[src/rtl/lsu_pkg.sv]
`default_nettype none
// ============================================================================
// Module   : lsu_pkg
// Brief    : Shared constants, error codes, FSM encoding and access classifier
//            for the load/store memory stage.
// Revision : 1.0 - initial release
// ============================================================================
package lsu_pkg;

    localparam logic [2:0] F3_B  = 3'b000;
    localparam logic [2:0] F3_H  = 3'b001;
    localparam logic [2:0] F3_W  = 3'b010;
    localparam logic [2:0] F3_BU = 3'b100;
    localparam logic [2:0] F3_HU = 3'b101;

    localparam logic [1:0] ERR_OK       = 2'b00;
    localparam logic [1:0] ERR_MISALIGN = 2'b01;
    localparam logic [1:0] ERR_ILLEGAL  = 2'b10;
    localparam logic [1:0] ERR_TIMEOUT  = 2'b11;

    typedef enum logic [1:0] {
        IDLE = 2'd0,
        REQ  = 2'd1,
        DONE = 2'd2
    } state_t;

    // Illegal takes priority over misaligned; funct3[1:0] encodes access size.
    function automatic logic [1:0] classify_access(
        input logic       rd,
        input logic       wr,
        input logic [2:0] f3,
        input logic [1:0] addr_lo
    );
        logic ld_ok;
        logic st_ok;
        ld_ok = (f3 == F3_B) || (f3 == F3_H) || (f3 == F3_W) ||
                (f3 == F3_BU) || (f3 == F3_HU);
        st_ok = (f3 == F3_B) || (f3 == F3_H) || (f3 == F3_W);
        if ((rd && wr) || (rd && !ld_ok) || (wr && !st_ok)) begin
            classify_access = ERR_ILLEGAL;
        end else if (((f3[1:0] == 2'b01) && addr_lo[0]) ||
                     ((f3[1:0] == 2'b10) && (addr_lo != 2'b00))) begin
            classify_access = ERR_MISALIGN;
        end else begin
            classify_access = ERR_OK;
        end
    endfunction

endpackage
`default_nettype wire

[src/rtl/lsu_align.sv]
`default_nettype none
// ============================================================================
// Module   : lsu_align
// Brief    : Combinational byte-lane steering: store enables/replicated data
//            and load byte/half selection with sign or zero extension.
// Revision : 1.0 - initial release
// ============================================================================
module lsu_align
    import lsu_pkg::*;
(
    input  logic [2:0]  i_funct3,
    input  logic [1:0]  i_addr_lo,
    input  logic [31:0] i_rs2,
    input  logic [31:0] i_rdata,
    output logic [3:0]  o_be,
    output logic [31:0] o_wdata,
    output logic [31:0] o_load_data
);

    logic [7:0]  w_byte;
    logic [15:0] w_half;

    always_comb begin
        case (i_addr_lo)
            2'b00:   w_byte = i_rdata[7:0];
            2'b01:   w_byte = i_rdata[15:8];
            2'b10:   w_byte = i_rdata[23:16];
            default: w_byte = i_rdata[31:24];
        endcase
        w_half = i_addr_lo[1] ? i_rdata[31:16] : i_rdata[15:0];
    end

    always_comb begin
        o_be    = 4'b0000;
        o_wdata = 32'h0;
        case (i_funct3[1:0])
            2'b00: begin
                o_be    = 4'b0001 << i_addr_lo;
                o_wdata = {4{i_rs2[7:0]}};
            end
            2'b01: begin
                o_be    = i_addr_lo[1] ? 4'b1100 : 4'b0011;
                o_wdata = {2{i_rs2[15:0]}};
            end
            default: begin
                o_be    = 4'b1111;
                o_wdata = i_rs2;
            end
        endcase
    end

    always_comb begin
        o_load_data = 32'h0;
        case (i_funct3)
            F3_B:    o_load_data = {{24{w_byte[7]}}, w_byte};
            F3_H:    o_load_data = {{16{w_half[15]}}, w_half};
            F3_W:    o_load_data = i_rdata;
            F3_BU:   o_load_data = {24'h0, w_byte};
            F3_HU:   o_load_data = {16'h0, w_half};
            default: o_load_data = 32'h0;
        endcase
    end

endmodule
`default_nettype wire

[src/rtl/lsu_mem_stage.sv]
`default_nettype none
// ============================================================================
// Module   : lsu_mem_stage
// Brief    : Load/store stage running a req/ack memory transaction with
//            legality checks, bus timeout and CPU stall generation.
// Revision : 1.0 - initial release
// ============================================================================
module lsu_mem_stage
    import lsu_pkg::*;
#(
    parameter int TIMEOUT = 255
) (
    input  logic        clk,
    input  logic        rst,
    input  logic        valid,
    input  logic        mem_r,
    input  logic        mem_w,
    input  logic [2:0]  funct3,
    input  logic [31:0] alu_res,
    input  logic [31:0] rs2_data,
    input  logic [31:0] mem_rdata,
    input  logic        mem_ack,
    output logic        mem_req,
    output logic        mem_we,
    output logic [31:0] mem_addr,
    output logic [31:0] mem_wdata,
    output logic [3:0]  mem_be,
    output logic [31:0] load_data,
    output logic        done,
    output logic        stall,
    output logic [1:0]  err
);

    localparam int             CW        = $clog2(TIMEOUT + 1);
    localparam logic [CW-1:0]  c_timeout = CW'(TIMEOUT);

    state_t         r_state;
    state_t         w_state_nxt;
    logic [31:0]    r_addr;
    logic [31:0]    r_rs2;
    logic [2:0]     r_f3;
    logic           r_we;
    logic [31:0]    r_rdata;
    logic [1:0]     r_err;
    logic [CW-1:0]  r_cnt;

    logic           w_go;
    logic [1:0]     w_chk;
    logic           w_expired;
    logic           w_in_req;
    logic           w_in_done;
    logic [3:0]     w_be;
    logic [31:0]    w_wdata;
    logic [31:0]    w_load;

    assign w_go      = valid & (mem_r | mem_w);
    assign w_chk     = classify_access(mem_r, mem_w, funct3, alu_res[1:0]);
    assign w_expired = (r_cnt == c_timeout);
    assign w_in_req  = (r_state == REQ);
    assign w_in_done = (r_state == DONE);

    always_ff @(posedge clk) begin
        if (rst) begin
            r_state <= IDLE;
            r_addr  <= 32'h0;
            r_rs2   <= 32'h0;
            r_f3    <= 3'b000;
            r_we    <= 1'b0;
            r_rdata <= 32'h0;
            r_err   <= ERR_OK;
            r_cnt   <= '0;
        end else begin
            r_state <= w_state_nxt;
            case (r_state)
                IDLE: begin
                    r_cnt <= '0;
                    if (w_go) begin
                        r_addr  <= alu_res;
                        r_rs2   <= rs2_data;
                        r_f3    <= funct3;
                        r_we    <= mem_w;
                        r_rdata <= 32'h0;
                        r_err   <= w_chk;
                    end
                end
                REQ: begin
                    // A late ack on the final counted cycle still completes cleanly.
                    if (mem_ack) begin
                        r_rdata <= mem_rdata;
                        r_err   <= ERR_OK;
                    end else if (w_expired) begin
                        r_err   <= ERR_TIMEOUT;
                    end else begin
                        r_cnt   <= r_cnt + CW'(1);
                    end
                end
                default: begin
                    r_cnt <= '0;
                end
            endcase
        end
    end

    always_comb begin
        w_state_nxt = r_state;
        case (r_state)
            IDLE: begin
                if (w_go) begin
                    w_state_nxt = (w_chk == ERR_OK) ? REQ : DONE;
                end
            end
            REQ: begin
                if (mem_ack || w_expired) begin
                    w_state_nxt = DONE;
                end
            end
            DONE:    w_state_nxt = IDLE;
            default: w_state_nxt = IDLE;
        endcase
    end

    lsu_align u_align (
        .i_funct3    (r_f3),
        .i_addr_lo   (r_addr[1:0]),
        .i_rs2       (r_rs2),
        .i_rdata     (r_rdata),
        .o_be        (w_be),
        .o_wdata     (w_wdata),
        .o_load_data (w_load)
    );

    // Bus outputs are forced low outside REQ so nothing leaks while idle.
    assign mem_req   = w_in_req;
    assign mem_we    = w_in_req & r_we;
    assign mem_addr  = w_in_req ? {r_addr[31:2], 2'b00} : 32'h0;
    assign mem_be    = w_in_req ? w_be : 4'b0000;
    assign mem_wdata = (w_in_req && r_we) ? w_wdata : 32'h0;

    assign done      = w_in_done;
    assign err       = w_in_done ? r_err : ERR_OK;
    assign load_data = (w_in_done && !r_we && (r_err == ERR_OK)) ? w_load : 32'h0;
    assign stall     = w_go & ~w_in_done;

endmodule
`default_nettype wire

[config.mk]
export PLATFORM = sky130hd
export DESIGN_NAME = lsu_mem_stage
export DESIGN_NICKNAME = d
export VERILOG_FILES = /design/src/rtl/lsu_pkg.sv /design/src/rtl/lsu_align.sv /design/src/rtl/lsu_mem_stage.sv
export SDC_FILE = /design/constraint.sdc
export NUM_CORES = 1
export LEC_CHECK = 0
export BUFFER_PORTS_ARGS = -buffer_cell sky130_fd_sc_hd__buf_2
export CAP_MARGIN = 10
export CORE_MARGIN = 3
export CORE_UTILIZATION = 34
export DETAILED_ROUTE_END_ITERATION = 8
export PLACE_DENSITY = 0.64
export SLEW_MARGIN = 20
export SYNTH_ARGS = -nofsm -noshare
export SYNTH_HDL_FRONTEND = slang
export SYNTH_SLANG_ARGS = --single-unit
[constraint.sdc]
create_clock -name clk -period 4.15 [get_ports clk]
set_input_delay 0.6225 -clock clk [delete_from_list [all_inputs] [get_ports clk]]
set_output_delay 0.6225 -clock clk [all_outputs]
set_load 0.02 [all_outputs]
# Word level (Yosys, flattened, before mapping)
# Cells that the tools add are included.
[totals]
rom_bits = 0
ram_bits = 0
memories = 0
register_bits = 112
inputBits = 105
latch_bits = 0
[op_classes]
magnitude_cmp = 0
bitwise_logic = 8
reduce_logical = 34
mux = 24
n_mul = 0
div = 0
eq_ne = 20
add_sub_neg = 1
shift = 1
[ops]
columns = ["operator", "n"]
rows = [
  ["$mux 32", 5],
  ["$pmux 32 s5", 1],
  ["$pmux 32 s2", 2],
  ["$pmux 8 s3", 1],
  ["$mux 16", 1],
  ["$mux 2", 8],
  ["$eq 3x3->1 const B", 4],
  ["$logic_not 2->1", 5],
  ["$add 8x1->8 const B", 1],
  ["$eq 2x1->1 const B", 4],
  ["$eq 8x8->1 const B", 1],
  ["$logic_and 1x1->1", 8],
  ["$logic_or 1x1->1", 8],
  ["$mux 4", 2],
  ["$pmux 2 s2", 2],
  ["$pmux 4 s2", 1],
  ["$eq 2x2->1 const B", 3],
  ["$eq 3x1->1 const B", 2],
  ["$eq 3x2->1 const B", 2],
  ["$logic_not 3->1", 2],
  ["$reduce_and 2->1", 3],
  ["$reduce_and 3->1", 2],
  ["$ne 2x2->1 const B", 2],
  ["$not 1->1", 4],
  ["9 further kinds", 14],
]

# Longest topological paths before layout
# Gate-level depths: netlist of run 1.
[depth]
word_depth = 14
depth_mapped = 6
mapped_depth_nobuf = 5

# Hierarchy
# From an unflattened synthesis of run 1, not the netlist that was laid out.
[unflattened]
cells_unflattened = 823
area_unflattened_um2 = 6590.1
[modules_own_cells]
columns = ["module", "area_per_inst_um2", "seq_area_each_um2", "n_inst", "cells_per_inst"]
rows = [
  ["lsu_mem_stage", 5009.8, 2242.2, 1, 639],
  ["lsu_align", 1580.3, 0.0, 1, 184],
]

# Worst setup path before layout of run 1
# OpenSTA, ideal clock, no wires.
[synth_timing]
kind = "flip-flop to output port"
startpoint = "register r_f3[0]"
endpoint = "output load_data[10]"
stages_incl_launch_ff = 7
required_time_ns = 3.527
slack_ns = 1.899
arrival_time_ns = 1.629
cell_sequence = "dfxtp_1 -> buf_2 -> nor2_4 -> o221ai_1 -> or3_1 -> clkbuf_1 -> a21oi_1"
[synth_via]
elab_chain_len = 3
word_cells_on_any_way = 7
classes_between = "4 x eq/ne; 2 x mux; 1 x reduce/logical"
[synth_lines]
columns = ["element", "line_no", "text"]
rows = [
  ["start, declared", "lsu_mem_stage.sv:41", "logic [2:0] r_f3;"],
  ["start signal, assigned", "lsu_mem_stage.sv:80", "r_f3 <= funct3;"],
  ["$eq 3x3->1 (tied with other cells)", "lsu_align.sv:54", "case (i_funct3)"],
  ["$pmux 32 s5 *", "lsu_align.sv:54", ""],
  ["$mux 32 *", "lsu_mem_stage.sv:141", "assign load_data = (w_in_done && !r_we && (r_err == ERR_OK)) ? w_load : 32'h0;"],
  ["end, declared", "lsu_mem_stage.sv:28", "output logic [31:0] load_data,"],
]
# Mark *: on every way between the ends. The rest lies on a longest branch, timed or not.

# Worst setup path after layout of run 1
[layout_timing]
startpoint = "register r_addr[1]"
endpoint = "output load_data[17]"
[layout_via]
elab_chain_len = 4
word_cells_on_any_way = 7
classes_between = "2 x eq/ne; 4 x mux; 1 x reduce/logical"
[layout_lines]
columns = ["element", "line_no", "text"]
rows = [
  ["start, declared", "lsu_mem_stage.sv:39", "logic [31:0] r_addr;"],
  ["start signal, assigned", "lsu_mem_stage.sv:78", "r_addr <= alu_res;"],
  ["$eq 2x2->1 (tied with other cells)", "lsu_align.sv:24", "case (i_addr_lo)"],
  ["$pmux 8 s3", "lsu_align.sv:24", ""],
  ["$pmux 32 s5 *", "lsu_align.sv:54", ""],
  ["$mux 32 *", "lsu_mem_stage.sv:141", ""],
]
# Marked as above.

==> results of run 1 <==
==> report_power, final <==
part           internal (W)  leakage, nW  switching (W)  total (W)
registers           0.00113        0.913      0.0000442    0.00117
clock network      0.000610        0.169       0.000418    0.00103
logic              0.000125         1.88       0.000232   0.000357
==> Yosys cell counts (all sizes together) (7+ instances only) <==
cell and count:
a21oi 150, a22o 7, a22oi 8, and2 31
and3 11, buf 20, clkbuf 47, dfxtp 112
mux2i 18, mux4 7, nand2 208, nor2 42
o211ai 32, o21ai 8
==> kinds of logic (layout without fill, tap and decap cells) <==
group | after synthesis | in the layout | synth area share [%]
buffers and inverters | 73 | 239 | 5.76
AOI/OAI and AO/OA | 219 | 219 | 22.8
and+or+nand+nor | 319 | 319 | 24.6
DFF | 112 | 112 | 39.5
other | 1 | 3 | 0.0661
muxes | 26 | 26 | 6.15
adders and majority gates | 1 | 1 | 0.221
xor gates and xnor gates | 6 | 6 | 0.927
==> layer usage <==
| layer | up-vias | share of wire (%) |
|---|---|---|
| li1 | 2897 | - |
| met1 | 2696 | 43 |
| met2 | 216 | 46 |
| met3 | 35 | 9.2 |
| met4 | 10 | 1.8 |
| met5 | - | 0.35 |
==> worst paths after layout <==
path	start	cells past startpoint	slack, ns	end
worst min-delay path	r_addr[10]	2	0.45	r_addr[10]
worst min register to register	r_addr[10]	2	0.45	r_addr[10]
worst max-delay path	r_addr[1]	5	0.88	load_data[17]
worst max register to register	r_state[0]	5	2.12	r_addr[11]
==> area by class of cell <==
cell class	count	area [sq um]	share of cell area, %
Timing Repair Buffer	217	1110	15.6
Inverter	6	22.5	0.316
Clock inverter	6	115	1.62
Sequential cell	112	2240	31.5
Multi-Input combinational cell	573	3120	43.8
Tap cell	216	270	3.80
Antenna cell	1	2.50	0.0351
Clock buffer	10	239	3.36
==> worst reg2reg max path, cell delays in order (launching register included) <==
cell and delay [ns]:
dfxtp_1 0.45, nor2_1 0.11, nand2_2 0.74, buf_4 0.42
nand2_1 0.09, a21oi_1 0.15
==> flip-flops by register name, indices dropped and copies added, names as in the netlist <==
| signal | cells |
|---|---|
| r_addr | 32 |
| r_rs2 | 32 |
| r_cnt | 8 |
| r_rdata | 32 |
| r_f3 | 3 |
| r_state | 2 |
| r_err | 2 |
| r_we | 1 |
==> stage by stage <==
step / utilization [%] / power, W
floorplan: - / 0.00143
global placement: 42.0 / 0.00155
detailed placement: 42.0 / 0.00155
CTS: 44.2 / 0.00258
global route: 44.2 / 0.00268
finish: 44.2 / 0.00256
==> placed cells by master, fill, tap and decap left out, drive strengths merged, types with 2 or more instances in the layout <==
cell	netlist	layout
nor2	42	42
a22oi	8	8
a22o	7	7
and2	31	31
conb	1	2
or3	3	3
xor2	3	3
dfxtp	112	112
o211ai	32	32
mux4	7	7
buf	20	217
inv	6	7
a21oi	150	150
nand3b	2	2
mux2i	18	18
or2	2	2
a211oi	4	4
nor3	5	5
nand2b	6	6
bufinv	0	3
clkbuf	47	10
and3	11	11
nand2	208	208
o21ai	8	8
xnor2	3	3
==> flow_metrics.py, run 1 <==
metrics = {
    "sta": {
        "maxSlewViolCount": 0,
        "max_freq_mhz": 306,
        "finClkSkew_ns": 0.00430,
        "setup_tns_ns": 0,
        "holdWs_ns": 0.450,
        "slew_headroom_pct": 33.0,
        "worst_pin_slew_ns": 1.00,
        "layout_min_cycle_time_ns": 3.27,
        "post-route-period-util_pct": 78.7,
        "hold_viol_final": 0,
        "rsz0062_at_grt": "false",
        "setup_viol": 0,
        "setup_ws_ns": 0.885,
    },
    "global_route": {
        "grt.overflow.total": 0,
        "antenna_found_initial": 6,
        "grt_use_met3_pct": 6.87,
        "grt_max_degree": 74,
        "busiest_layer": "met2",
        "grt_pass1_wl_um": 28500,
        "grtUsageTotal_pct": 19.6,
        "grtUsageMet1_pct": 25.0,
        "met2_usage_pct": 31.2,
        "grt_pass1_vias": 5379,
    },
    "cts": {
        "holdBufCountCts": 0,
        "clockBufferDepth": 2,
        "clock_sinks": 112,
        "cts_resized": 0,
        "htreeDepth": 3,
        "clock_latency_ns": 0.36,
        "post_cts_buffers": 0,
        "cts_root_buf": "clkbuf_16",
        "cts.clk_slew.worst_paths_ns": 0.08,
        "cts_tree": "yes",
        "cts_made_buffers": 9,
    },
    "placement": {
        "io_buffers": 208,
        "gp_congestion": 0.910,
        "dp.cells": 1124,
        "dp_slack_ns": 1.30,
        "dpl_cell_area_sq_um": 6760,
        "hpwl_um": 12800,
    },
    "yosys": {
        "synth_seq_area_share_pct": 39.5,
        "synth_ff_type": "dfxtp_1",
        "synth-edff-count": 0,
        "yosys_warnings": 0,
        "synth_seq_cells": 112,
        "syn_inst": 757,
        "synth_top_area_share_pct": 39.5,
        "netlist_area_sq_um": 5670,
        "ys_top_cells_by_area": "dfxtp_1 40%, nand2_1 14%, a21oi_1 13%",
        "synth_top_cell_by_area": "dfxtp_1",
        "synth_cell_types": 50,
        "synthArstFlopShare_pct": 0,
        "syn_area_per_cell_sq_um": 7.49,
    },
    "power_and_ir_drop": {
        "power_leakage_nw": 2.96,
        "powerDensity_nw_per_um2": 359,
        "ir_drop_v": 0.000221,
    },
    "die": {
        "rows": 46,
        "core_sq_um": 16100,
        "die_area_sq_um": 18300,
        "initial_core_util_pct": 35.2,
        "chipWidth_um": 135,
        "ios": 211,
        "die_h_um": 135,
    },
    "cells_and_area": {
        "n_fill_cell": 1699,
        "drive_gt1_share_pct": 27.5,
        "syn2layout_area_growth_pct": 25.5,
        "fin_cells": 1141,
        "nets": 1025,
        "stdcell_area_sq_um": 7120,
    },
    "worst_setup_path": {
        "path_max_fanout": 17,
        "crit_type": "flip-flop to primary output",
        "slowest_stage": "dfxtp_1",
        "crit_buf_inv": 1,
        "cp-start-kind": "flip-flop",
        "cpPeakStageDelay_ns": 0.72,
        "end_kind": "primary output",
        "worstPathRequired_ns": 3.53,
        "path_cells": "mux2_2 > o221ai_1 > o22a_1 > a21oi_1 > buf_2",
        "worst_ep_arrival_time_ns": 2.64,
        "crit_family": "compound AO/OA/AOI/OAI gates",
    },
    "job": {
        "cap_violations": 0,
    },
    "drt": {
        "firstDrtPassIters": 5,
        "drt_iter0_drc": 324,
        "routed_via_density": 5.13,
        "drtAntennaViolNets": 0,
        "drc": 0,
        "vias": 5854,
        "wirelength_um": 18400,
        "routedWlPerCell_um": 16.1,
    },
    "run_status": {
        "status": "finished clean",
    },
    "worst_hold_path": {
        "hp-class": "flip-flop to flip-flop",
    },
}
No activity file was read; power rests on OpenSTA's default activity.
==> run 2, diff against run 1 <==
PLACE_DENSITY = 0.66   (was 0.64)
clock period = 3 ns   (was 4.15 ns; I/O delays follow)
==> run 2 against run 1 <==
Critical path depth up 1. Combinational power rose by 41%. Worst hold slack got worse by 0.12 ns.
==> flow_metrics.py, run 2 (same netlist as run 1, synthesis figures left out) <==
metrics = {
    "run_status": {
        "status": "finished clean",
    },
    "worst_setup_path": {
        "cpPeakStageDelay_ns": 0.44,
        "rr_startpoint": "r_state[0]",
        "worst_ep_arrival_time_ns": 2.35,
        "reg2reg_depth": 5,
        "path_cells": "buf_4 > nor2_4 > o221ai_1 > o22a_1 > a21oi_1 > buf_2",
        "worstPathRequired_ns": 2.55,
        "crit_family": "compound AO/OA/AOI/OAI gates",
        "r2r_slack_ns": 1.00,
        "r2r_end": "r_state[1]",
        "crit_type": "flip-flop to primary output",
        "crit_buf_inv": 2,
        "end_kind": "primary output",
        "slowest_stage": "o22a_1",
        "path_max_fanout": 16,
        "crit_cells": 6,
        "cp-start-kind": "flip-flop",
    },
    "sta": {
        "max_freq_mhz": 357,
        "post-route-period-util_pct": 93.5,
        "setup_tns_ns": 0,
        "worst_pin_slew_ns": 0.743,
        "slew_headroom_pct": 50.4,
        "maxSlewViolCount": 0,
        "rsz0062_at_grt": "false",
        "setup_viol": 0,
        "hold_viol_final": 0,
        "finClkSkew_ns": 0.00571,
        "layout_min_cycle_time_ns": 2.80,
    },
    "drt": {
        "routed_via_density": 5.17,
        "drt_iter0_drc": 452,
        "wirelength_um": 18400,
        "vias": 5921,
        "firstDrtPassIters": 5,
        "drtAntennaViolNets": 0,
        "drc": 0,
        "routedWlPerCell_um": 16.1,
    },
    "cts": {
        "holdBufCountCts": 0,
        "cts_root_buf": "clkbuf_16",
        "cts_resized": 0,
        "clock_sinks": 112,
        "clockBufferDepth": 2,
        "htreeDepth": 3,
        "cts_made_buffers": 9,
        "cts_tree": "yes",
        "post_cts_buffers": 0,
        "cts.clk_slew.worst_paths_ns": 0.07,
        "clock_latency_ns": 0.35,
    },
    "cells_and_area": {
        "final_util_pct": 44.0,
        "drive_gt1_share_pct": 27.8,
        "mostFrequentLayoutCells": "207 x nand2_1, 207 x buf_2, 149 x a21oi_1, 112 x dfxtp_1, 41 x nor2_1",
        "nets": 1029,
        "top_regs": "r_addr x32, r_rdata x32, r_rs2 x32",
        "n_fill_cell": 1707,
        "syn2layout_area_growth_pct": 25.1,
    },
    "global_route": {
        "grtUsageTotal_pct": 19.5,
        "grt_max_degree": 74,
        "grt.overflow.total": 0,
        "antenna_found_initial": 6,
        "grt_pass1_wl_um": 28400,
        "grt_pass1_vias": 5402,
    },
    "placement": {
        "io_buffers": 208,
        "hpwl_um": 13000,
        "gp_congestion": 0.859,
    },
    "worst_hold_path": {
        "hp-class": "input pin to flip-flop",
        "whs_path_depth": 3,
        "holdPathEnd": "r_addr[6]",
        "hp-start": "alu_res[6]",
    },
    "die": {
        "rows": 46,
        "core_sq_um": 16100,
        "die_h_um": 135,
        "ios": 211,
        "chipWidth_um": 135,
        "die_area_sq_um": 18300,
        "initial_core_util_pct": 35.2,
    },
    "power_and_ir_drop": {
        "ir_drop_v": 0.000391,
        "powerDensity_nw_per_um2": 463,
        "power_leakage_nw": 2.96,
    },
    "job": {
        "cap_violations": 0,
    },
}
-- run 2: worst register-to-register path, delay by kind of cell (launching register included) --
| family | cells | cell delay, ns |
|---|---|---|
| flops | 1 | 0.45 |
| simple gates | 2 | 0.58 |
| compound gates | 1 | 0.23 |
| buf+inv | 2 | 0.67 |
-- run 2: power by group --
| group | total [W] | switching [W] | internal (W) | leakage [nW] |
|---|---|---|---|---|
| registers | 0.00162 | 0.0000617 | 0.00156 | 0.913 |
| logic | 0.000503 | 0.000325 | 0.000178 | 1.90 |
| clock network | 0.00116 | 0.000555 | 0.000607 | 0.141 |
| total | 0.00329 | 0.000941 | 0.00235 | 2.96 |
-- run 2: routing by layer --
metal / vias up / track usage [%] / share of wire (%)
met2: 262 / 30.6 / 45
met4: 8 / 5.71 / 1.6
met5: - / 0 / 0.29
met3: 32 / 6.20 / 9.4
met1: 2705 / 25.8 / 44
li1: 2914 / - / -
-- run 2: how the worst max path moves through the flow --
stage | endpoint | from
after floorplan | load_data[10] | r_f3[0]
after global placement | load_data[19] | r_f3[0]
after detailed placement | load_data[19] | r_f3[0]
after CTS | load_data[19] | r_f3[0]
after global routing | load_data[19] | r_f3[0]
final | load_data[19] | r_f3[0]
-- run 2: cell type report --
cell class / count / area, sq um / share of cell area [%]
clock buffers: 11 / 253 / 3.56
diodes: 2 / 5.00 / 0.0705
flip-flops and latches: 112 / 2240 / 31.6
multi-input cells: 573 / 3120 / 43.9
well taps: 216 / 270 / 3.81
inverters: 6 / 22.5 / 0.317
clock inverters: 5 / 31.3 / 0.441
repair buffers: 221 / 1150 / 16.3
-- run 2: metrics by stage --
step | total power (W) | hold slack [ns] | cell area [sq um] | worst slack (ns) | instances
2_1_floorplan | 0.00197 | 0.432 | 5680 | 0.921 | 758
3_3_place_gp | 0.00215 | 0.438 | 6810 | 0.725 | 1128
3_5_place_dp | 0.00216 | 0.442 | 6810 | 0.642 | 1128
4_1_cts | 0.00333 | 0.313 | 7090 | 0.241 | 1144
5_1_grt | 0.00345 | 0.313 | 7100 | 0.0622 | 1146
6_report | 0.00329 | 0.329 | 7100 | 0.196 | 1146
==> run 3, diff against run 2 <==
ABC_AREA = 1   (was unset)
PLACE_DENSITY = unset   (was 0.66)
SLEW_MARGIN = unset   (was 20)
==> run 3 against run 2 <==
Setup slack better by 0.0083 ns. Worst hold slack got worse by 0.015 ns. Power grew 8.2%. Register-to-register slack better by 0.22 ns. Core utilization grew 0.062 points.
==> flow_metrics.py, run 3 <==
metrics = {
    "drt": {
        "drt_iter0_drc": 399,
        "drtAntennaViolNets": 0,
        "routed_via_density": 4.95,
        "wirelength_um": 18300,
        "routedWlPerCell_um": 14.9,
        "firstDrtPassIters": 4,
        "drc": 0,
        "vias": 6090,
    },
    "yosys": {
        "synthXorXnorAreaFrac_pct": 0.462,
        "muxShareOfSynthArea_pct": 0,
        "synth_top_cell_by_area": "dfxtp_1",
        "synth_ff_type": "dfxtp_1",
        "synth-edff-count": 0,
        "synth_seq_cells": 112,
        "netlist_area_sq_um": 5690,
        "yosysMostFrequentCell": "a21oi_1",
        "syn_area_per_cell_sq_um": 6.79,
        "synth_top_family_by_area": "compound AO/OA/AOI/OAI gates",
        "synth_cell_types": 37,
        "synth-simple-area-share_pct": 21.0,
        "synthArstFlopShare_pct": 0,
        "synth_top_area_share_pct": 39.4,
        "synth_compound_gate_area_share_pct": 27.5,
        "synth-adder-area-share_pct": 0.220,
        "synth_seq_area_share_pct": 39.4,
        "ys_top_cells_by_area": "dfxtp_1 39%, a21oi_1 15%, nor2_1 7.9%",
        "synth_common_cells": "171 x a21oi_1, 120 x nor2_1, 112 x dfxtp_1",
        "yosys_warnings": 0,
        "syn_inst": 838,
    },
    "die": {
        "die_h_um": 135,
        "core_sq_um": 16100,
        "initial_core_util_pct": 35.3,
        "die_area_sq_um": 18300,
        "rows": 46,
        "ios": 211,
        "chipWidth_um": 135,
    },
    "cells_and_area": {
        "antenna_cells": 0,
        "drive_gt1_share_pct": 26.1,
        "nets": 1115,
        "top_regs": "r_addr x32, r_rdata x32, r_rs2 x32",
        "mostFrequentLayoutCell": "buf_2",
        "syn2layout_area_growth_pct": 24.9,
        "mostFrequentLayoutCells": "208 x buf_2, 171 x a21oi_1, 120 x nor2_1, 112 x dfxtp_1, 105 x nand2_1",
    },
    "cts": {
        "clock_sinks": 112,
        "clock_latency_ns": 0.36,
        "cts_root_buf": "clkbuf_16",
        "htreeDepth": 3,
        "cts.clk_slew.worst_paths_ns": 0.07,
        "cts_tree": "yes",
        "cts_made_buffers": 9,
        "clockBufferDepth": 2,
    },
    "sta": {
        "slew_headroom_pct": 53.5,
        "finClkSkew_ns": 0.0111,
        "holdWs_ns": 0.314,
        "layout_min_cycle_time_ns": 2.80,
        "setup_tns_ns": 0,
        "rsz0062_at_grt": "false",
        "hold_viol_final": 0,
        "max_freq_mhz": 358,
        "worst_pin_slew_ns": 0.698,
        "post-route-period-util_pct": 93.2,
        "maxSlewViolCount": 0,
        "setup_viol": 0,
    },
    "worst_setup_path": {
        "crit_family": "simple AND/OR/NAND/NOR gates",
        "cpPeakStageDelay_ns": 0.37,
        "slowest_stage": "nor2_4",
        "worstPathRequired_ns": 2.55,
        "crit_type": "flip-flop to primary output",
        "worst_ep_arrival_time_ns": 2.35,
        "end_kind": "primary output",
        "r2r_slack_ns": 1.22,
        "cp-start-kind": "flip-flop",
        "crit_top_cell": "a21oi_1",
        "rr_startpoint": "r_state[1]",
        "path_cells": "inv_2 > nand2_2 > clkinv_2 > nand2_1 > nor2_4 > a21oi_1 > a21oi_1 > buf_2",
        "startpoint": "r_f3[1]",
        "reg2reg_depth": 7,
        "crit_buf_inv": 3,
        "path_max_fanout": 18,
        "r2r_end": "r_rdata[4]",
    },
    "worst_hold_path": {
        "hp-start": "rs2_data[16]",
        "hp-class": "input pin to flip-flop",
        "holdPathEnd": "r_rs2[16]",
        "whs_path_depth": 3,
    },
    "power_and_ir_drop": {
        "power_leakage_nw": 3.14,
        "ir_drop_v": 0.000278,
        "powerDensity_nw_per_um2": 501,
    },
    "global_route": {
        "grt.overflow.total": 0,
        "grt_max_degree": 81,
        "grtUsageTotal_pct": 19.5,
        "antenna_found_initial": 2,
        "grt_pass1_vias": 5578,
        "grt_pass1_wl_um": 28900,
    },
    "placement": {
        "gp_congestion": 0.880,
        "io_buffers": 208,
        "hpwl_um": 13300,
    },
    "run_status": {
        "status": "finished clean",
    },
    "job": {
        "cap_violations": 0,
    },
}
==> run 3: cell types whose count changed in the layout (fill, tap and decap cells not counted), sizes merged, moves of 31 or more <==
cell,before,now
nand2,208,109
o21ai,8,104
inv,6,88
nor2,42,124
and2,31,0
o211ai,32,1
==> run 3: worst max path at each step <==
stage	to	slack, ns	cells after the start
floorplan	mem_wdata[24]	1.04	5
global placement	load_data[23]	0.56	6
global route	load_data[21]	0.0007	8
CTS	load_data[25]	0.14	6
finish	load_data[24]	0.20	8
detailed placement	load_data[25]	0.54	6
==> run 3: cell families (layout without fill, tap and decap cells) <==
logic type      Yosys count  after routing
simple gates            277            277
fa+ha+maj                 1              1
xor+xnor                  3              3
other cells               1              2
buf+inv                 150            325
compound gates          294            294
flops                   112            112
==> run 3: routing by layer <==
layer	share of wire, %	track usage, %	vias up
li1	-	-	3118
met1	44	25.0	2725
met2	45	31.9	226
met3	9.6	6.17	17
met4	1.2	5.32	4
met5	0.14	0	-
==> run 3: where the power goes <==
part | switching [W] | internal [W] | leakage (nW)
Combinational | 0.000437 | 0.000216 | 2.07
Sequential | 0.0000653 | 0.00160 | 0.921
Clock | 0.000564 | 0.000671 | 0.150
Total | 0.00107 | 0.00249 | 3.14
==> run 3: timing repair <==
item	CTS	global route
buffers inserted	0	0
gates resized for setup	0	1
hold buffers	0	0
setup endpoints to repair	0	24
==> run 3: per-stage QoR <==
step                util [%]  power [W]  std cells  worst slack (ns)  area (sq um)
finish                  44.1    0.00356       1230             0.204          7110
global placement        42.2    0.00235       1214             0.557          6800
detailed placement      42.2    0.00235       1214             0.537          6800
global route            44.1    0.00374       1230          0.000735          7110
floorplan                  -    0.00215        839              1.04          5690
CTS                     44.0    0.00359       1230             0.144          7100
==> run 3: area by class of cell <==
type	count	area, sq um
fillers	1748	9010
multi-input cells	577	2810
flip-flops and latches	112	2240
repair buffers	218	1140
inverters	91	347
well taps	216	270
clock buffers	11	243
clock inverters	5	53.8
==> run 3: worst min-delay path: stages <==
cell	delay, ns
buf_2	0.07
nor2_1	0.03
nor2_1	0.08
